[src/rtl/regfile_param.sv]
// -----------------------------------------------------------------------------
// regfile_param
//
// Parameterised register file with two synchronous read ports, one write
// port and a per-register "pending" scoreboard. A pending bit marks a
// register whose producer is still in flight. It is set by Reserve and
// cleared by the write that finally delivers the value.
//
// Parameters
//   WIDTH     data bits per register
//   DEPTH     number of registers (power of two, 2..256)
//   ADDR_W    address bits, log2(DEPTH)
//   ZERO_REG  1: register 0 reads as zero, ignores writes and reserves
//
// Ports
//   Clk              clock, all state changes on the rising edge
//   Reset_n          asynchronous active-low reset, clears every flop
//   WriteData        data for the write port
//   WriteRegister    write address
//   RegWrite         write enable
//   ReadRegister1/2  read addresses, ports 1 and 2
//   ReadEnable       capture both read ports at this edge
//   Reserve          mark ReserveRegister pending at this edge
//   ReserveRegister  address to mark pending
//   ReadData1/2      registered read data
//   Busy1/2          registered pending flag of the captured address
//   ReadValid        one-cycle strobe after a ReadEnable capture
// -----------------------------------------------------------------------------
module regfile_param #(
    parameter int unsigned WIDTH    = 32,
    parameter int unsigned DEPTH    = 32,
    parameter int unsigned ADDR_W   = 5,
    parameter int unsigned ZERO_REG = 1
) (
    input  logic              Clk,
    input  logic              Reset_n,
    input  logic [WIDTH-1:0]  WriteData,
    input  logic [ADDR_W-1:0] WriteRegister,
    input  logic              RegWrite,
    input  logic [ADDR_W-1:0] ReadRegister1,
    input  logic [ADDR_W-1:0] ReadRegister2,
    input  logic              ReadEnable,
    input  logic              Reserve,
    input  logic [ADDR_W-1:0] ReserveRegister,
    output logic [WIDTH-1:0]  ReadData1,
    output logic [WIDTH-1:0]  ReadData2,
    output logic              Busy1,
    output logic              Busy2,
    output logic              ReadValid
);

    localparam logic ZERO_EN = (ZERO_REG != 32'd0);
    localparam logic [ADDR_W-1:0] ADDR_ZERO = {ADDR_W{1'b0}};
    localparam logic [DEPTH-1:0]  ONE_HOT0  = {{(DEPTH-1){1'b0}}, 1'b1};

    // Storage and pending scoreboard
    logic [WIDTH-1:0] mem_q [DEPTH];
    logic [DEPTH-1:0] pending_q;
    logic [DEPTH-1:0] pending_d;

    // Registered read side
    logic [WIDTH-1:0] rdata1_q, rdata1_d;
    logic [WIDTH-1:0] rdata2_q, rdata2_d;
    logic             busy1_q, busy1_d;
    logic             busy2_q, busy2_d;
    logic             valid_q, valid_d;

    // Qualified write/reserve requests
    logic             wr_en_s;
    logic             rs_en_s;
    logic [DEPTH-1:0] clr_mask_s;
    logic [DEPTH-1:0] set_mask_s;
    logic             rd1_zero_s;
    logic             rd2_zero_s;
    logic             hit1_s;
    logic             hit2_s;

    // Drop writes/reserves aimed at the hard-wired zero register.
    assign wr_en_s    = RegWrite & ~(ZERO_EN & (WriteRegister == ADDR_ZERO));
    assign rs_en_s    = Reserve  & ~(ZERO_EN & (ReserveRegister == ADDR_ZERO));
    assign rd1_zero_s = ZERO_EN & (ReadRegister1 == ADDR_ZERO);
    assign rd2_zero_s = ZERO_EN & (ReadRegister2 == ADDR_ZERO);
    assign hit1_s     = RegWrite & (WriteRegister == ReadRegister1);
    assign hit2_s     = RegWrite & (WriteRegister == ReadRegister2);

    // Pending update: the write clears first, then a same-edge reserve sets,
    // so a reserve of the address being written leaves the bit set.
    always_comb begin
        clr_mask_s = {DEPTH{1'b0}};
        set_mask_s = {DEPTH{1'b0}};
        if (RegWrite) begin
            clr_mask_s = ONE_HOT0 << WriteRegister;
        end else begin
            clr_mask_s = {DEPTH{1'b0}};
        end
        if (rs_en_s) begin
            set_mask_s = ONE_HOT0 << ReserveRegister;
        end else begin
            set_mask_s = {DEPTH{1'b0}};
        end
        pending_d = (pending_q & ~clr_mask_s) | set_mask_s;
    end

    // Read port 1 next state: write-first bypass on data; busy uses the
    // pre-edge pending bit masked by a same-edge write (reserve not visible).
    always_comb begin
        rdata1_d = rdata1_q;
        busy1_d  = busy1_q;
        if (ReadEnable) begin
            if (rd1_zero_s) begin
                rdata1_d = {WIDTH{1'b0}};
                busy1_d  = 1'b0;
            end else begin
                rdata1_d = (wr_en_s && hit1_s) ? WriteData : mem_q[ReadRegister1];
                busy1_d  = pending_q[ReadRegister1] & ~hit1_s;
            end
        end else begin
            rdata1_d = rdata1_q;
            busy1_d  = busy1_q;
        end
    end

    // Read port 2 next state, identical to port 1 on its own address.
    always_comb begin
        rdata2_d = rdata2_q;
        busy2_d  = busy2_q;
        if (ReadEnable) begin
            if (rd2_zero_s) begin
                rdata2_d = {WIDTH{1'b0}};
                busy2_d  = 1'b0;
            end else begin
                rdata2_d = (wr_en_s && hit2_s) ? WriteData : mem_q[ReadRegister2];
                busy2_d  = pending_q[ReadRegister2] & ~hit2_s;
            end
        end else begin
            rdata2_d = rdata2_q;
            busy2_d  = busy2_q;
        end
    end

    // Read-valid strobe follows the enable by one edge.
    always_comb begin
        valid_d = ReadEnable;
    end

    // Register array write port with asynchronous clear.
    always_ff @(posedge Clk or negedge Reset_n) begin
        if (!Reset_n) begin
            for (int i = 0; i < int'(DEPTH); i++) begin
                mem_q[i] <= {WIDTH{1'b0}};
            end
        end else if (wr_en_s) begin
            mem_q[WriteRegister] <= WriteData;
        end
    end

    // Pending vector and registered read outputs.
    always_ff @(posedge Clk or negedge Reset_n) begin
        if (!Reset_n) begin
            pending_q <= {DEPTH{1'b0}};
            rdata1_q  <= {WIDTH{1'b0}};
            rdata2_q  <= {WIDTH{1'b0}};
            busy1_q   <= 1'b0;
            busy2_q   <= 1'b0;
            valid_q   <= 1'b0;
        end else begin
            pending_q <= pending_d;
            rdata1_q  <= rdata1_d;
            rdata2_q  <= rdata2_d;
            busy1_q   <= busy1_d;
            busy2_q   <= busy2_d;
            valid_q   <= valid_d;
        end
    end

    assign ReadData1 = rdata1_q;
    assign ReadData2 = rdata2_q;
    assign Busy1     = busy1_q;
    assign Busy2     = busy2_q;
    assign ReadValid = valid_q;

endmodule

[config.mk]
export PLATFORM = sky130hd
export DESIGN_NAME = regfile_param
export DESIGN_NICKNAME = d
export VERILOG_FILES = /design/src/rtl/regfile_param.sv
export SDC_FILE = /design/constraint.sdc
export NUM_CORES = 2
export LEC_CHECK = 0
export BUFFER_PORTS_ARGS = -buffer_cell sky130_fd_sc_hd__clkbuf_2
export CORE_ASPECT_RATIO = 2
export CORE_MARGIN = 1.5
export CORE_UTILIZATION = 25
export CTS_BUF_LIST = sky130_fd_sc_hd__clkbuf_8
export DETAILED_ROUTE_END_ITERATION = 10
export GPL_TIMING_DRIVEN = 0
export PLACE_DENSITY = 0.45
export SYNTH_ARGS = -nofsm -noshare
export SYNTH_HDL_FRONTEND = slang
export SYNTH_SLANG_ARGS = --single-unit
export TNS_END_PERCENT = 20
[constraint.sdc]
create_clock -name Clk -period 3.75 [get_ports Clk]
set_input_delay 0.5625 -clock Clk [delete_from_list [all_inputs] [get_ports Clk]]
set_output_delay 0.5625 -clock Clk [all_outputs]
set_load 0.02 [all_outputs]
Yosys cells after proc, flatten, opt, wreduce, memory -nomap -nowiden
Index checks and enable logic that the tools add are counted.
- word-level logic and storage cells: 92
- bits of input ports: 57
- output and inout bits: 67
- register bits after elaboration: 1123
- mux-type cells: 21
- bitwise logic cells: 16
- $lt $le $gt $ge: 6
- reduce and logical (&&, ||, !) cells: 7
- equality and inequality tests: 2
- shifts and indexed selects: 2
- operator list (cell ; number):
    bitwise mux 1024 bit ; 1
    two-way mux 32 bit ; 11
    binary-select mux 32 bit (select 5 bit) ; 2
    demux 32 bit (select 5 bit) ; 1
    left shift 1 x 5 -> 32 bit, first input constant ; 2
    AND 32 bit ; 1
    NOT 32 bit ; 1
    bitwise OR 32 bit ; 1
    logical NOT 5 bit ; 4
    greater-or-equal comparator 6 bit, second input constant ; 3
    NOT 5 -> 6 bit ; 3
    less-than comparator 5 x 6 -> 1 bit, second input constant ; 2
    binary-select mux 1 bit (select 5 bit) ; 2
    == test 5 bit ; 2
    AND 1 bit ; 6
    less-than comparator 6 x 1 -> 1 bit, second input constant ; 1
    two-way mux 1 bit ; 4
    NOT 1 bit ; 4
    logical AND 1 bit ; 3

Logic depth before layout (Yosys ltp)
- word-level depth: 6
- gate-level depth with buffers: 9
- mapped depth without buffers: 5

Worst setup path after synthesis
Ideal clock, no wire load.
- kind: input-to-reg
- start point: input port ReadRegister2[1]
- end point: register rdata2_q[10] (netlist: ReadData2[10])
- setup slack: 1.525 ns
- arrival time: 2.083 ns
- cell stages on the path: 6
- required time: 3.609 ns
- path through: buf_4 > buf_2 > mux4_2 > a221oi_1 > a32o_1 > a221oi_1
- longest elaborated chain between the ends: 6
- elaborated cells between the ends (all ways): 10
- RTL lines (what ; RTL line ; RTL):
    from (decl) ; 41 ; input logic [ADDR_W-1:0] ReadRegister2,
    NOT 5 -> 6 bit (implied by the code) ; 132 ; rdata2_d = (wr_en_s && hit2_s) ? WriteData : mem_q[ReadRegister2];
    binary-select mux 32 bit (select 5 bit) ; 132 ;
    two-way mux 32 bit (implied by the code) (2 in series) ; 132 ;
    two-way mux 32 bit ; 132 ;
    two-way mux 32 bit * ; 128 ; if (rd2_zero_s) begin
    to (signal assigned) ; 162 ; rdata2_q <= {WIDTH{1'b0}};
    to (signal assigned) ; 169 ; rdata2_q <= rdata2_d;
    to (decl) ; 63 ; logic [WIDTH-1:0] rdata2_q, rdata2_d;
Mark *: on every way between the ends. The rest lies on a longest branch, timed or not. The select of a mux whose other input is x is not followed.
A chain may end at the register's enable or synchronous reset.

Worst setup path after layout
- start point: input port ReadRegister2[4]
- end point: register rdata2_q[11] (netlist: ReadData2[11])
The elaborated chain is that of the path after synthesis.

==> impl_metrics.json <==
{
  "status": "completed",
  "worstMarginPinSlew_ps": 1440,
  "fin_util": 0.287,
  "nFillCells": 24300,
  "dr_total_vias": 41000,
  "synth_cell_types": 59,
  "skew_ps": 84.2,
  "root_buffer": "clkbuf_8",
  "initial_core_util": 0.251,
  "wl_um": 263000,
  "drive_gt1_frac": 0.464,
  "synth_most_common_cell": "dfrtp_1",
  "cts_buffer_depth": 4,
  "worst_ep_required_time_ps": 4530,
  "yosys.area.top_type": "dfrtp_1",
  "multi_input_area_mm2": 0.0297,
  "nets": 4504,
  "synth_common_cells": "dfrtp_1, mux2_2, mux4_2",
  "grt_overflow": 0,
  "hold_class": "in2reg",
  "fin_crit_ps": 3620,
  "io_pins": 124,
  "place.detailed.hpwl_um": 199000,
  "worst_setup_path_start_kind": "input pin",
  "synthTopCellsByArea": "dfrtp_1, mux4_2, mux2_2",
  "ys_warn_count": 0,
  "wl_per_cell_um": 33.7,
  "path_delay_family": "buffers and inverters",
  "core.rowCount": 254,
  "final_max_slew_viol_count": 0,
  "grt_use_total": 0.215,
  "cts_tree": "done",
  "finalPower_w": 0.0359,
  "critPathBufInv": 4,
  "syn2layout_area_growth_pct": 14.4,
  "grt_pass1_vias": 43300,
  "r2r_cells": 5,
  "gp_congestion": 0.929,
  "cp.arrival_ps": 4400,
  "grt_setup_unrepaired": "false",
  "seq_area_mm2": 0.0281,
  "syn_nets": 4190,
  "finalWorstSetupSlack_ps": 134,
  "slowest_delay_ps": 1100,
  "cap_viol_max_count": 0,
  "drc": 0,
  "die_w_um": 350,
  "syn_area_per_cell_um2": 14.5,
  "drtIter0Drc": 2909,
  "hold_viol_final": 0,
  "clock.fmax_ghz": 0.277,
  "r2r_setup_slack_ps": 1220,
  "leakage_nw": 28.8,
  "ys_ff_latch": 1123,
  "async_flop_share": 1.00,
  "grt_max_degree": 107,
  "whs_path_depth": 2,
  "pre_cts_slack_ps": -598,
  "slew-limit-headroom": 0.0323,
  "period_share": 0.964,
  "clk_latency_ps": 990,
  "antenna_left": 0,
  "cts.sinks": 1123,
  "netlist_instances": 4133,
  "crit_type": "in2reg",
  "core-area_mm2": 0.239,
  "portBuffers": 112,
  "fp.dieH_um": 697,
  "synth_ff_type": "dfrtp_1",
  "setup_viol": 0,
  "syn_area_mm2": 0.0601,
  "yosysSeqAreaShare": 0.467,
  "critPathCaptureType": "flop",
  "hold_end": "mem_q[1]",
  "cts_max_level": 4,
  "clkSlewWorstSetupHoldPaths_ps": 60,
  "path_max_fanout": 10,
  "hp-start": "WriteData[1]",
  "synth_edf_count": 0,
  "reg2reg_to": "ReadData2[21]",
  "antenna_found_initial": 35,
  "dr.pass1.iters": 5,
  "cts_setup_buffers": 0,
  "path_cells": "clkbuf_2, clkbuf_1, nand3b_1, buf_2, buf_1, o22ai_1, o211ai_1, o21ai_0, a221oi_1",
  "cp_slowest_cell": "o22ai_1",
  "numCtsBuffers": 183,
  "die_area_mm2": 0.244,
  "pwr_density_cell_mw_per_mm2": 522,
  "yosysTopAreaCellShare": 0.467,
  "grt_pass1_wl_um": 361000,
  "r2r-start": "mem_q[149]",
  "vdd_drop_max_v": 0.000266,
  "vias_per_cell": 5.26
}
[where the power goes]
part	internal, W	switching, W	total [W]
sequential	0.0144	0.00177	0.0162
clock	0.00580	0.00550	0.0113
combinational	0.00424	0.00415	0.00840
total	0.0244	0.0114	0.0359
[through the flow]
step / hold slack, ps / area, um^2 / instances / setup TNS (ps)
2_1_floorplan: 267 / 60100 / 4133 / 0
4_1_cts: 46.5 / 68700 / 7778 / 0
3_3_place_gp: 453 / 64700 / 7445 / -
5_1_grt: 56.8 / 68700 / 7784 / 0
6_report: 95.8 / 68800 / 7795 / 0
3_5_place_dp: 468 / 65000 / 7457 / -19830
[cell usage in the layout (no fill, tap or decap), drive strengths merged, types with 5 or more instances in the layout]
| cell | count |
|---|---|
| a211oi | 72 |
| a21oi | 65 |
| a221oi | 60 |
| a22o | 9 |
| a22oi | 31 |
| a32o | 29 |
| buf | 253 |
| bufinv | 5 |
| clkbuf | 561 |
| clkinv | 13 |
| dfrtp | 1123 |
| diode | 17 |
| dlygate4sd3 | 5 |
| inv | 72 |
| mux2 | 988 |
| mux2i | 101 |
| mux4 | 520 |
| nand2 | 153 |
| nand2b | 5 |
| nand3 | 70 |
| nand3b | 10 |
| nand4b | 31 |
| nor2 | 31 |
| nor2b | 74 |
| nor3 | 5 |
| nor3b | 8 |
| o211ai | 32 |
| o21ai | 112 |
| o22ai | 64 |
| o31a | 30 |
| or2 | 6 |
| xnor2 | 6 |
[layout make-up]
class                           count  share of cell area
Multi-Input combinational cell   2545               0.432
Sequential cell                  1123               0.409
Tap cell                         3200              0.0582
Clock buffer                      229              0.0458
Buffer                            461              0.0333
Timing Repair Buffer              129              0.0138
Clock inverter                     87             0.00701
Antenna cell                       17            0.000619
Inverter                            4            0.000218
[how the worst max path moves through the flow]
stage / from / to / slack (ps) / cells past startpoint
after floorplan: ReadRegister2[1] / ReadData2[10] / 1530 / 6
after global placement: Reset_n / mem_q[822] / -27490 / 1
after detailed placement: ReadRegister2[4] / ReadData2[11] / -600 / 9
after CTS: ReadRegister2[4] / ReadData2[11] / 430 / 9
after global routing: ReadRegister2[4] / ReadData2[21] / 330 / 9
final: ReadRegister2[4] / ReadData2[11] / 130 / 9
[logic make-up (layout without fill, tap and decap cells)]
family                    count (synthesis)  in the layout  synth area share
muxes                                  1609           1609             0.397
DFF                                    1123           1123             0.467
AOI/OAI and AO/OA                       518            518            0.0607
buffers and inverters                   465            910            0.0384
and+or+nand+nor                         408            408            0.0354
xor gates and xnor gates                 10             10           0.00146
other                                     0             17                 0
[state kept, by name, summed over array words and instances, names as in the netlist]
name / cells
ReadValid: 1
Busy2: 1
Busy1: 1
pending_q: 32
ReadData2: 32
mem_q: 1024
ReadData1: 32
[worst reg2reg max path, cell delays in order (launching register included)]
cell and delay, ps:
dfrtp_1 380, mux4_2 500, o22ai_1 1090, o211ai_1 200, o21ai_1 180, a221oi_2 50
[what timing repair did]
item,4_1_cts,5_1_grt
endpoints found under the hold margin,82,0
hold buffers,5,0
resized for setup,0,0
[per-layer routing]
layer	vias up	wire [um]	track usage
li1	16700	-	-
met1	22000	85100	0.214
met2	1538	131000	0.369
met3	663	13500	0.0366
met4	14	33400	0.223
met5	-	91	0
Note: power is estimated with default switching activity, not from simulation.
